File: src/rtl/mouse_pkg.sv
// mouse_pkg: FSM states, byte-0 bit positions and delta saturation shared by the mouse decoder.
package mouse_pkg;
    typedef enum logic [2:0] {B0, B1, B2, B3, DONE} state_t;
    localparam int ALWAYS1 = 3;
    localparam int XS = 4;
    localparam int YS = 5;
    localparam int XO = 6;
    localparam int YO = 7;
    function automatic logic [8:0] sat_delta(input logic s, input logic o, input logic [7:0] v);
        return o ? (s ? 9'h100 : 9'h0ff) : {s, v};
    endfunction
endpackage

File: src/rtl/mouse_axis_clamp.sv
// mouse_axis_clamp: scales a packet delta, optionally accelerates it, and clamps the moved position.
// Acceleration is compiled in when MOUSE_ACCEL_EN is defined.
module mouse_axis_clamp #(
    parameter int W            = 10,
    parameter int MAX          = 639,
    parameter int SHIFT        = 0,
    parameter int ACCEL_THRESH = 8
) (
    input  logic [W-1:0]      pos,
    input  logic signed [8:0] delta,
    output logic [W-1:0]      npos
);
    localparam int S = W + 2;
    logic signed [8:0]   step;
    logic signed [S-1:0] st, adj, sum;
    if (ACCEL_THRESH < 0) begin : g_bad_thresh
        $error("ACCEL_THRESH must be non-negative");
    end
    always_comb begin
        step = delta >>> SHIFT;
        st = S'(step);
`ifdef MOUSE_ACCEL_EN
        adj = ((st < 0 ? -st : st) > S'(ACCEL_THRESH)) ? st <<< 1 : st;
`else
        adj = st;
`endif
        sum = $signed({2'b00, pos}) + adj;
        npos = sum < 0 ? '0 : (sum > S'(MAX) ? W'(MAX) : W'(sum));
    end
endmodule

File: src/rtl/mouse_packet_decoder.sv
// mouse_packet_decoder: frames PS/2 mouse bytes into 3/4-byte packets and tracks a clamped cursor.
// Define MOUSE_ACCEL_EN to double cursor steps larger than ACCEL_THRESH.
module mouse_packet_decoder
    import mouse_pkg::*;
#(
    parameter int PKT_BYTES    = 3,
    parameter int SCREEN_W     = 640,
    parameter int SCREEN_H     = 480,
    parameter int X_W          = 10,
    parameter int Y_W          = 9,
    parameter int INIT_X       = 320,
    parameter int INIT_Y       = 240,
    parameter int SHIFT        = 0,
    parameter int TIMEOUT_CYC  = 2_000_000,
    parameter int ACCEL_THRESH = 8
) (
    input  logic           clk,
    input  logic           rst,
    input  logic           mouseReady,
    input  logic [7:0]     mouseData,
    output logic           pkt_valid,
    output logic [8:0]     dx,
    output logic [8:0]     dy,
    output logic [3:0]     dz,
    output logic [2:0]     buttons,
    output logic [2:0]     btn_press,
    output logic [X_W-1:0] cursor_x,
    output logic [Y_W-1:0] cursor_y,
    output logic [7:0]     sync_err
);
    localparam int TW = $clog2(TIMEOUT_CYC + 1);
    state_t         state, nstate;
    logic [1:0]     smp;
    logic [TW-1:0]  tcnt;
    logic           acc, at_hdr, in_pkt, hdr_ok, bad_hdr, tout, fin;
    logic [2:0]     btn_l;
    logic           xs_l, ys_l, xo_l, yo_l;
    logic [7:0]     x_l, y_l, y_n;
    logic [8:0]     ry;
    logic [X_W-1:0] nx;
    logic [Y_W-1:0] ny;

    if (PKT_BYTES != 3 && PKT_BYTES != 4) begin : g_bad_pkt
        $error("PKT_BYTES must be 3 or 4");
    end

    assign acc       = smp == 2'b01;
    assign at_hdr    = state == B0 || state == DONE;
    assign in_pkt    = state inside {B1, B2, B3};
    assign hdr_ok    = acc && at_hdr && mouseData[ALWAYS1];
    assign bad_hdr   = acc && at_hdr && !mouseData[ALWAYS1];
    assign tout      = in_pkt && !acc && tcnt == TW'(TIMEOUT_CYC - 1);
    assign fin       = acc && (state == B3 || (state == B2 && PKT_BYTES == 3));
    assign pkt_valid = state == DONE;
    // the last Y byte is still on mouseData when a 3-byte packet completes
    assign y_n       = state == B2 ? mouseData : y_l;
    assign ry        = sat_delta(ys_l, yo_l, y_n);

    always_comb begin
        nstate = state;
        case (state)
            B0, DONE: nstate = hdr_ok ? B1 : B0;
            B1:       nstate = acc ? B2 : (tout ? B0 : B1);
            B2:       nstate = acc ? (PKT_BYTES == 4 ? B3 : DONE) : (tout ? B0 : B2);
            B3:       nstate = acc ? DONE : (tout ? B0 : B3);
            default:  nstate = B0;
        endcase
    end

    always_ff @(posedge clk or posedge rst) begin
        if (rst) state <= B0;
        else     state <= nstate;
    end

    always_ff @(posedge clk or posedge rst) begin
        if (rst) begin
            smp       <= '0;
            tcnt      <= '0;
            sync_err  <= '0;
            {yo_l, xo_l, ys_l, xs_l, btn_l} <= '0;
            x_l       <= '0;
            y_l       <= '0;
            dx        <= '0;
            dy        <= '0;
            dz        <= '0;
            buttons   <= '0;
            btn_press <= '0;
            cursor_x  <= X_W'(INIT_X);
            cursor_y  <= Y_W'(INIT_Y);
        end else begin
            smp  <= {smp[0], mouseReady};
            tcnt <= (acc || !in_pkt) ? '0 : tcnt + 1'b1;
            if ((bad_hdr || tout) && sync_err != 8'hff) sync_err <= sync_err + 1'b1;
            if (hdr_ok) {yo_l, xo_l, ys_l, xs_l, btn_l} <= {mouseData[YO], mouseData[XO], mouseData[YS], mouseData[XS], mouseData[2:0]};
            if (acc && state == B1) x_l <= mouseData;
            if (acc && state == B2) y_l <= mouseData;
            btn_press <= fin ? btn_l & ~buttons : '0;
            if (fin) begin
                buttons <= btn_l;
                dx      <= sat_delta(xs_l, xo_l, x_l);
                dy      <= ry == 9'h100 ? 9'h0ff : -ry;
                dz      <= PKT_BYTES == 4 ? mouseData[3:0] : '0;
            end
            if (pkt_valid) begin
                cursor_x <= nx;
                cursor_y <= ny;
            end
        end
    end

    mouse_axis_clamp #(.W(X_W), .MAX(SCREEN_W - 1), .SHIFT(SHIFT), .ACCEL_THRESH(ACCEL_THRESH)) u_x (
        .pos(cursor_x), .delta(dx), .npos(nx)
    );
    mouse_axis_clamp #(.W(Y_W), .MAX(SCREEN_H - 1), .SHIFT(SHIFT), .ACCEL_THRESH(ACCEL_THRESH)) u_y (
        .pos(cursor_y), .delta(dy), .npos(ny)
    );
endmodule

File: config.mk
export PLATFORM = sky130hd
export DESIGN_NAME = mouse_packet_decoder
export DESIGN_NICKNAME = d
export VERILOG_FILES = /design/src/rtl/mouse_pkg.sv /design/src/rtl/mouse_axis_clamp.sv /design/src/rtl/mouse_packet_decoder.sv
export SDC_FILE = /design/constraint.sdc
export NUM_CORES = 1
export LEC_CHECK = 0
export ABC_CLOCK_PERIOD_IN_PS = 4600
export BUFFER_PORTS_ARGS = -buffer_cell sky130_fd_sc_hd__buf_2
export CORE_UTILIZATION = 59
export DETAILED_ROUTE_END_ITERATION = 8
export PLACE_DENSITY_LB_ADDON = 0.3
export SLEW_MARGIN = 10
export SYNTH_ARGS = -nofsm -noshare
export SYNTH_HDL_FRONTEND = slang
export SYNTH_HIERARCHICAL = 1
export SYNTH_SLANG_ARGS = --single-unit
File: constraint.sdc
create_clock -name clk -period 4.6 [get_ports clk]
set_clock_uncertainty 0.2 [all_clocks]
set_input_delay 0.92 -clock clk [delete_from_list [all_inputs] [get_ports clk]]
set_output_delay 0.92 -clock clk [all_outputs]
set_load 0.05 [all_outputs]
### Word level (Yosys, flattened, before mapping)

Cells that the tools add are included.

| word-level totals | value |
|---|---|
| output and inout bits | 56 |
| flip-flop bits (word level) | 100 |
| logic and storage cells | 75 |
| input bits | 11 |

| operators by class | value |
|---|---|
| add/sub/neg operators | 5 |
| eq/ne operators | 8 |
| bitwise operators | 2 |
| reductions and logical operators | 19 |
| $lt $le $gt $ge | 4 |
| muxes and demuxes | 20 |

Operators with widths:

| cell | number |
|---|---|
| two-way mux 9 bit | 7 |
| adder 21 x 1 -> 21 bit, second input constant | 1 |
| == test 21 bit, second input constant | 1 |
| two-way mux 21 bit | 1 |
| two-way mux 10 bit | 2 |
| adder 11 x 9 -> 12 bit | 1 |
| > comparator 12 x 11 -> 1 bit, second input constant | 1 |
| less-than comparator 12 x 1 -> 1 bit, second input constant | 1 |
| one-hot mux 3 bit (4 select lines) | 1 |
| adder 10 x 9 -> 11 bit | 1 |
| > comparator 11 x 10 -> 1 bit, second input constant | 1 |
| less-than comparator 11 x 1 -> 1 bit, second input constant | 1 |
| == test 9 bit, second input constant | 1 |
| logical AND 1 bit | 9 |
| two-way mux 3 bit | 3 |
| negation 9 bit | 1 |
| adder 8 x 1 -> 8 bit, second input constant | 1 |
| two-way mux 8 bit | 1 |
| != test 8 bit, second input constant | 1 |
| == test 3 x 2 -> 1 bit, second input constant | 2 |
| two-way mux 2 bit | 3 |
| logical OR 1 bit | 4 |
| bitwise AND 3 bit | 1 |
| == test 3 x 1 -> 1 bit, second input constant | 1 |
| other kinds (8) | 11 |

### Depth between registers and ports, before layout

| logic depth | value |
|---|---|
| word-level depth | 7 |
| gate-level depth with buffers | 13 |
| gate-level depth less buffers | 10 |

### Modules after synthesis

Netlist, hierarchy kept.

Modules (own cells, without submodules):

| module | area an instance (um2) | instances | cells an instance | seq. area each (um2) |
|---|---|---|---|---|
| mouse_packet_decoder | 4558.1 | 1 | 399 | 2509.9 |
| mouse_axis_clamp at u_x | 688.2 | 1 | 91 | 0.0 |
| mouse_axis_clamp at u_y | 511.7 | 1 | 65 | 0.0 |

### Worst setup path before layout

Ideal clock, no wire load.

| timing path | value |
|---|---|
| path type | register to register |
| from | register dx[0] |
| to | register cursor_x[0] |
| buffers on the path | 0 |
| required time | 4.275 ns |
| period minus slack after synthesis | 3.182 ns |
| slack | 1.418 ns |
| setup time | 0.125 ns |
| arrival | 2.858 ns |
| stages on the path, launching flop included | 11 |
| cell sequence | dfrtp_1 -> ha_1 -> inv_1 -> fa_1 -> nand2b_1 -> a211o_1 -> o21ai_0 -> nor2_1 -> o21bai_1 -> a31oi_1 -> mux2_2 |

| on the way | value |
|---|---|
| cells in the longest elaborated chain, start to end | 4 |
| elaborated cells between the ends (all ways) | 5 |
| classes of those cells | 1 x add/sub; 2 x order compare; 2 x mux |

Ends and longest elaborated chain:

| element | line | text |
|---|---|---|
| from (decl) | mouse_packet_decoder.sv:22 | `output logic [8:0] dx,` |
| from (signal assigned) | mouse_packet_decoder.sv:100 | `dx <= sat_delta(xs_l, xo_l, x_l);` |
| adder 11 x 9 -> 12 bit * | mouse_axis_clamp.sv:27 | `sum = $signed({2'b00, pos}) + adj;` |
| > comparator 12 x 11 -> 1 bit | mouse_axis_clamp.sv:28 | `npos = sum < 0 ? '0 : (sum > S'(MAX) ? W'(MAX) : W'(sum));` |
| two-way mux 10 bit | mouse_axis_clamp.sv:28 |  |
| two-way mux 10 bit * | mouse_axis_clamp.sv:28 |  |
| net nx[0] | mouse_packet_decoder.sv:40 | `logic [X_W-1:0] nx;` |
| to (signal assigned) | mouse_packet_decoder.sv:88 | `cursor_x <= X_W'(INIT_X);` |
| to (signal assigned) | mouse_packet_decoder.sv:105 | `cursor_x <= nx;` |
| to (decl) | mouse_packet_decoder.sv:27 | `output logic [X_W-1:0] cursor_x,` |

Mark *: on every way through the listed nets, which the timed path passes. The rest lies on a longest branch.
A chain may end at the register's enable or synchronous reset.

### Worst setup path after layout

Same ends and word-level chain as after synthesis.

==> results.sh <==
export IMPL_fp_dieH_microns=101
export IMPL_critical_path_class="reg2reg"
export IMPL_rsz0062_at_grt="false"
export IMPL_wl_microns=12200
export IMPL_p_clk_frac=0.118
export IMPL_via_per_inst=5.91
export IMPL_irDropWorstVdd_v=0.000349
export IMPL_synth_seq_cells=100
export IMPL_multi_input_comb_area_sq_um=3060
export IMPL_clk_pin_slew_ns=0.09
export IMPL_p_int_mw=2.51
export IMPL_end_kind="register"
export IMPL_syn2layout_area_growth_pct=10.4
export IMPL_cpPeakStageDelay_ns=0.44
export IMPL_overflow=0
export IMPL_power_density_nw_per_um2=791
export IMPL_rows=35
export IMPL_p_comb_frac=0.579
export IMPL_leakagePower_nw=2.87
export IMPL_post_cts_resized=0
export IMPL_seqPwrFrac=0.302
export IMPL_synth_edf_count=0
export IMPL_ys_seq_area_frac=0.436
export IMPL_fillers=721
export IMPL_dp_cells=730
export IMPL_io_buffers=62
export IMPL_regArea_sq_um=2510
export IMPL_drv_slew=0
export IMPL_status="finished clean"
export IMPL_cts_tree="built"
export IMPL_final_cells=746
export IMPL_clock_fmax_ghz=0.307
export IMPL_hpwlAfterDp_microns=8980
export IMPL_first_iter_violations=154
export IMPL_met2WireLength_microns=6380
export IMPL_first_pass_iters=4
export IMPL_max_slew_worst_pin_slew_ns=1.02
export IMPL_mostFrequentLayoutCells="94 x dfrtp_1, 62 x buf_2, 45 x mux2_2"
export IMPL_wire_per_inst_microns=16.4
export IMPL_cts_buffers=9
export IMPL_insertion_delay_ns=0.37
export IMPL_dr_wl_met3_microns=459
export IMPL_drc_errors=0
export IMPL_syn_inst=555
export IMPL_h_tree_depth=3
export IMPL_coreArea_sq_um=9330
export IMPL_postCtsHoldBufs=0
export IMPL_antennaDiodeCount=0
export IMPL_ys_warn_count=6
export IMPL_cp_arrival_ns=3.31
export IMPL_clock_path_buffers=2
export IMPL_drive_gt1_frac=0.251
export IMPL_wl_met1_microns=5200
export IMPL_maxCapViolations=0
export IMPL_hp_class="reg2reg"
export IMPL_cp_start_kind="register"
export IMPL_gp_congestion=0.876
export IMPL_fin_nets=649
export IMPL_finalCritPeriodShare=0.708
export IMPL_synthArstFlopShare=1.00
export IMPL_holdWs_ns=0.217
export IMPL_initial_core_util=0.617
export IMPL_num_vias=4407
export IMPL_synth_main_ff_cell="dfrtp_1"
export IMPL_grt_pass1_wl_microns=20800
export IMPL_grt_pass1_vias=4466
export IMPL_slowest_stage="o21bai_1"
export IMPL_post_cts_buffers=0
export IMPL_tns_ns=0
export IMPL_fin_crit_ns=3.26
export IMPL_synth_distinct_cells=75
export IMPL_syn_avg_cell_area_sq_um=10.4
export IMPL_cp_max_fo=7
export IMPL_setup_viol=0
export IMPL_drtAntennaViolNets=0
export IMPL_grt_max_degree=60
export IMPL_p_total_mw=5.03
export IMPL_ioPinCount=67
export IMPL_dieArea_sq_um=10200
export IMPL_die_width_microns=101
export IMPL_switching_power_mw=2.52
export IMPL_crit_required_ns=4.66
export IMPL_switching_share=0.501
export IMPL_layout_commonest_cell="dfrtp_1"
export IMPL_slew_headroom=0.317
export IMPL_root_buffer="clkbuf_8"
export IMPL_syn_area_sq_um=5760
export IMPL_numClockSinks=100
export IMPL_antenna_found_initial=0
export IMPL_highest_layer="met4"
export IMPL_hold_viol_final=0
export IMPL_path_cells="ha_1 -> inv_1 -> fa_1 -> nand2b_1 -> a211o_1 -> o21ai_0 -> nor2_1 -> o21bai_1 -> a31oi_1 -> mux2_2"
export IMPL_grt_use_total=0.261
synth_stat cells, types with 2 or more instances:
| cell type | count | share of area |
|---|---|---|
| buf_4 | 4 | 0.0052 |
| clkbuf_1 | 14 | 0.0091 |
| nor2_1 | 42 | 0.027 |
| or3_1 | 3 | 0.0033 |
| nor3b_2 | 3 | 0.0065 |
| ha_1 | 24 | 0.052 |
| or4_1 | 5 | 0.0065 |
| xnor2_1 | 18 | 0.027 |
| o31ai_1 | 2 | 0.0026 |
| a31o_2 | 2 | 0.0030 |
| nand3_1 | 18 | 0.016 |
| and3_1 | 3 | 0.0033 |
| mux2_2 | 45 | 0.088 |
| nor3b_1 | 8 | 0.010 |
| dfrtp_1 | 94 | 0.41 |
| nand4_1 | 6 | 0.0065 |
| and2_1 | 3 | 0.0033 |
| dfstp_2 | 6 | 0.027 |
| nor3_1 | 15 | 0.013 |
| nor4_1 | 4 | 0.0043 |
| nand2_1 | 36 | 0.023 |
| mux2i_1 | 5 | 0.0087 |
| o211a_1 | 2 | 0.0035 |
| o21ai_0 | 32 | 0.028 |
| buf_6 | 3 | 0.0059 |
| nor4b_2 | 3 | 0.0078 |
| inv_1 | 19 | 0.012 |
| o21a_1 | 3 | 0.0039 |
| a211o_1 | 4 | 0.0061 |
| fa_1 | 2 | 0.0070 |
| a2111oi_0 | 2 | 0.0030 |
| a21o_1 | 7 | 0.0091 |
| a211oi_1 | 3 | 0.0039 |
| nand2b_1 | 4 | 0.0043 |
| a21oi_1 | 33 | 0.029 |
| o21ai_1 | 2 | 0.0017 |
| xor2_1 | 23 | 0.035 |
| o21bai_1 | 2 | 0.0026 |
| o32a_1 | 3 | 0.0052 |
| o22a_1 | 3 | 0.0046 |
| nor2b_1 | 3 | 0.0033 |
| a31oi_1 | 9 | 0.0098 |
stage by stage:
stage / setup slack (ns) / area, sq um / utilization
floorplan: 0.871 / 5770 / -
finish: 1.34 / 6360 / 0.682
global placement: 1.55 / 6150 / 0.659
CTS: 1.41 / 6360 / 0.682
detailed placement: 1.42 / 6150 / 0.659
global route: 1.21 / 6360 / 0.682
routing by layer:
| metal | vias to the layer above | track usage |
|---|---|---|
| li1 | 2120 | - |
| met1 | 2162 | 0.318 |
| met2 | 108 | 0.470 |
| met3 | 17 | 0.0437 |
| met4 | 0 | 0.0903 |
| met5 | - | 0 |
power groups by stage:
stage	logic [mW]	registers [mW]	clock network (mW)
after global routing	3.16	1.58	0.637
after global placement	2.80	1.51	0
after CTS	2.90	1.52	0.608
final	2.92	1.52	0.594
after detailed placement	2.89	1.54	0
after floorplan	1.71	2.11	0
registers in the layout, indices dropped and copies added, names as in the netlist:
signal / flops
dx: 9
state: 3
cursor_x: 10
smp: 2
cursor_y: 9
tcnt: 21
btn_press: 3
xs_l: 1
y_l: 8
dy: 9
x_l: 8
btn_l: 3
ys_l: 1
buttons: 3
xo_l: 1
sync_err: 8
yo_l: 1
cell families (layout without fill, tap and decap cells):
group                    count (synthesis)  after routing  share of synthesized area
AND/OR/NAND/NOR                        167            167                      0.159
AO/OA/AOI/OAI                          127            127                      0.150
flip-flops                             100            100                      0.436
multiplexers                            51             51                     0.0987
buffers and inverters                   42            101                     0.0341
XOR/XNOR                                41             41                     0.0624
adder cells (fa/ha/maj)                 26             26                     0.0591
other                                    1              4                   0.000651
layout make-up:
cell class	instances	share of cell area
sequential	100	0.395
timing repair buffer	66	0.0535
multi-input combinational	416	0.482
tap	129	0.0254
clock inverter	5	0.0106
clock buffer	11	0.0222
inverter	19	0.0116
worst max-delay path: cells and delay by family (launching register included):
| family | cells | cell delay [ns] |
|---|---|---|
| simple gates | 2 | 0.30 |
| mux | 1 | 0.29 |
| compound gates | 4 | 1.30 |
| flops | 1 | 0.39 |
| fa+ha+maj | 2 | 0.60 |
| buf+inv | 1 | 0.06 |
final timing paths:
kind,startpoint,cells after the start,slack [ns],end
max,dx[0]$_DFFE_PP0P_,10,1.34,cursor_x[0]$_DFFE_PP0P_
max reg2reg,dx[0]$_DFFE_PP0P_,10,1.34,cursor_x[0]$_DFFE_PP0P_
min,smp[0]$_DFF_PP0_,0,0.22,smp[1]$_DFF_PP0_
min in group asynchronous,rst,2,0.23,sync_err[6]$_DFFE_PP0P_
min reg2reg,smp[0]$_DFF_PP0_,0,0.22,smp[1]$_DFF_PP0_
max in group asynchronous,rst,3,3.05,tcnt[2]$_DFF_PP0_
(Power assumes the default switching activity.)
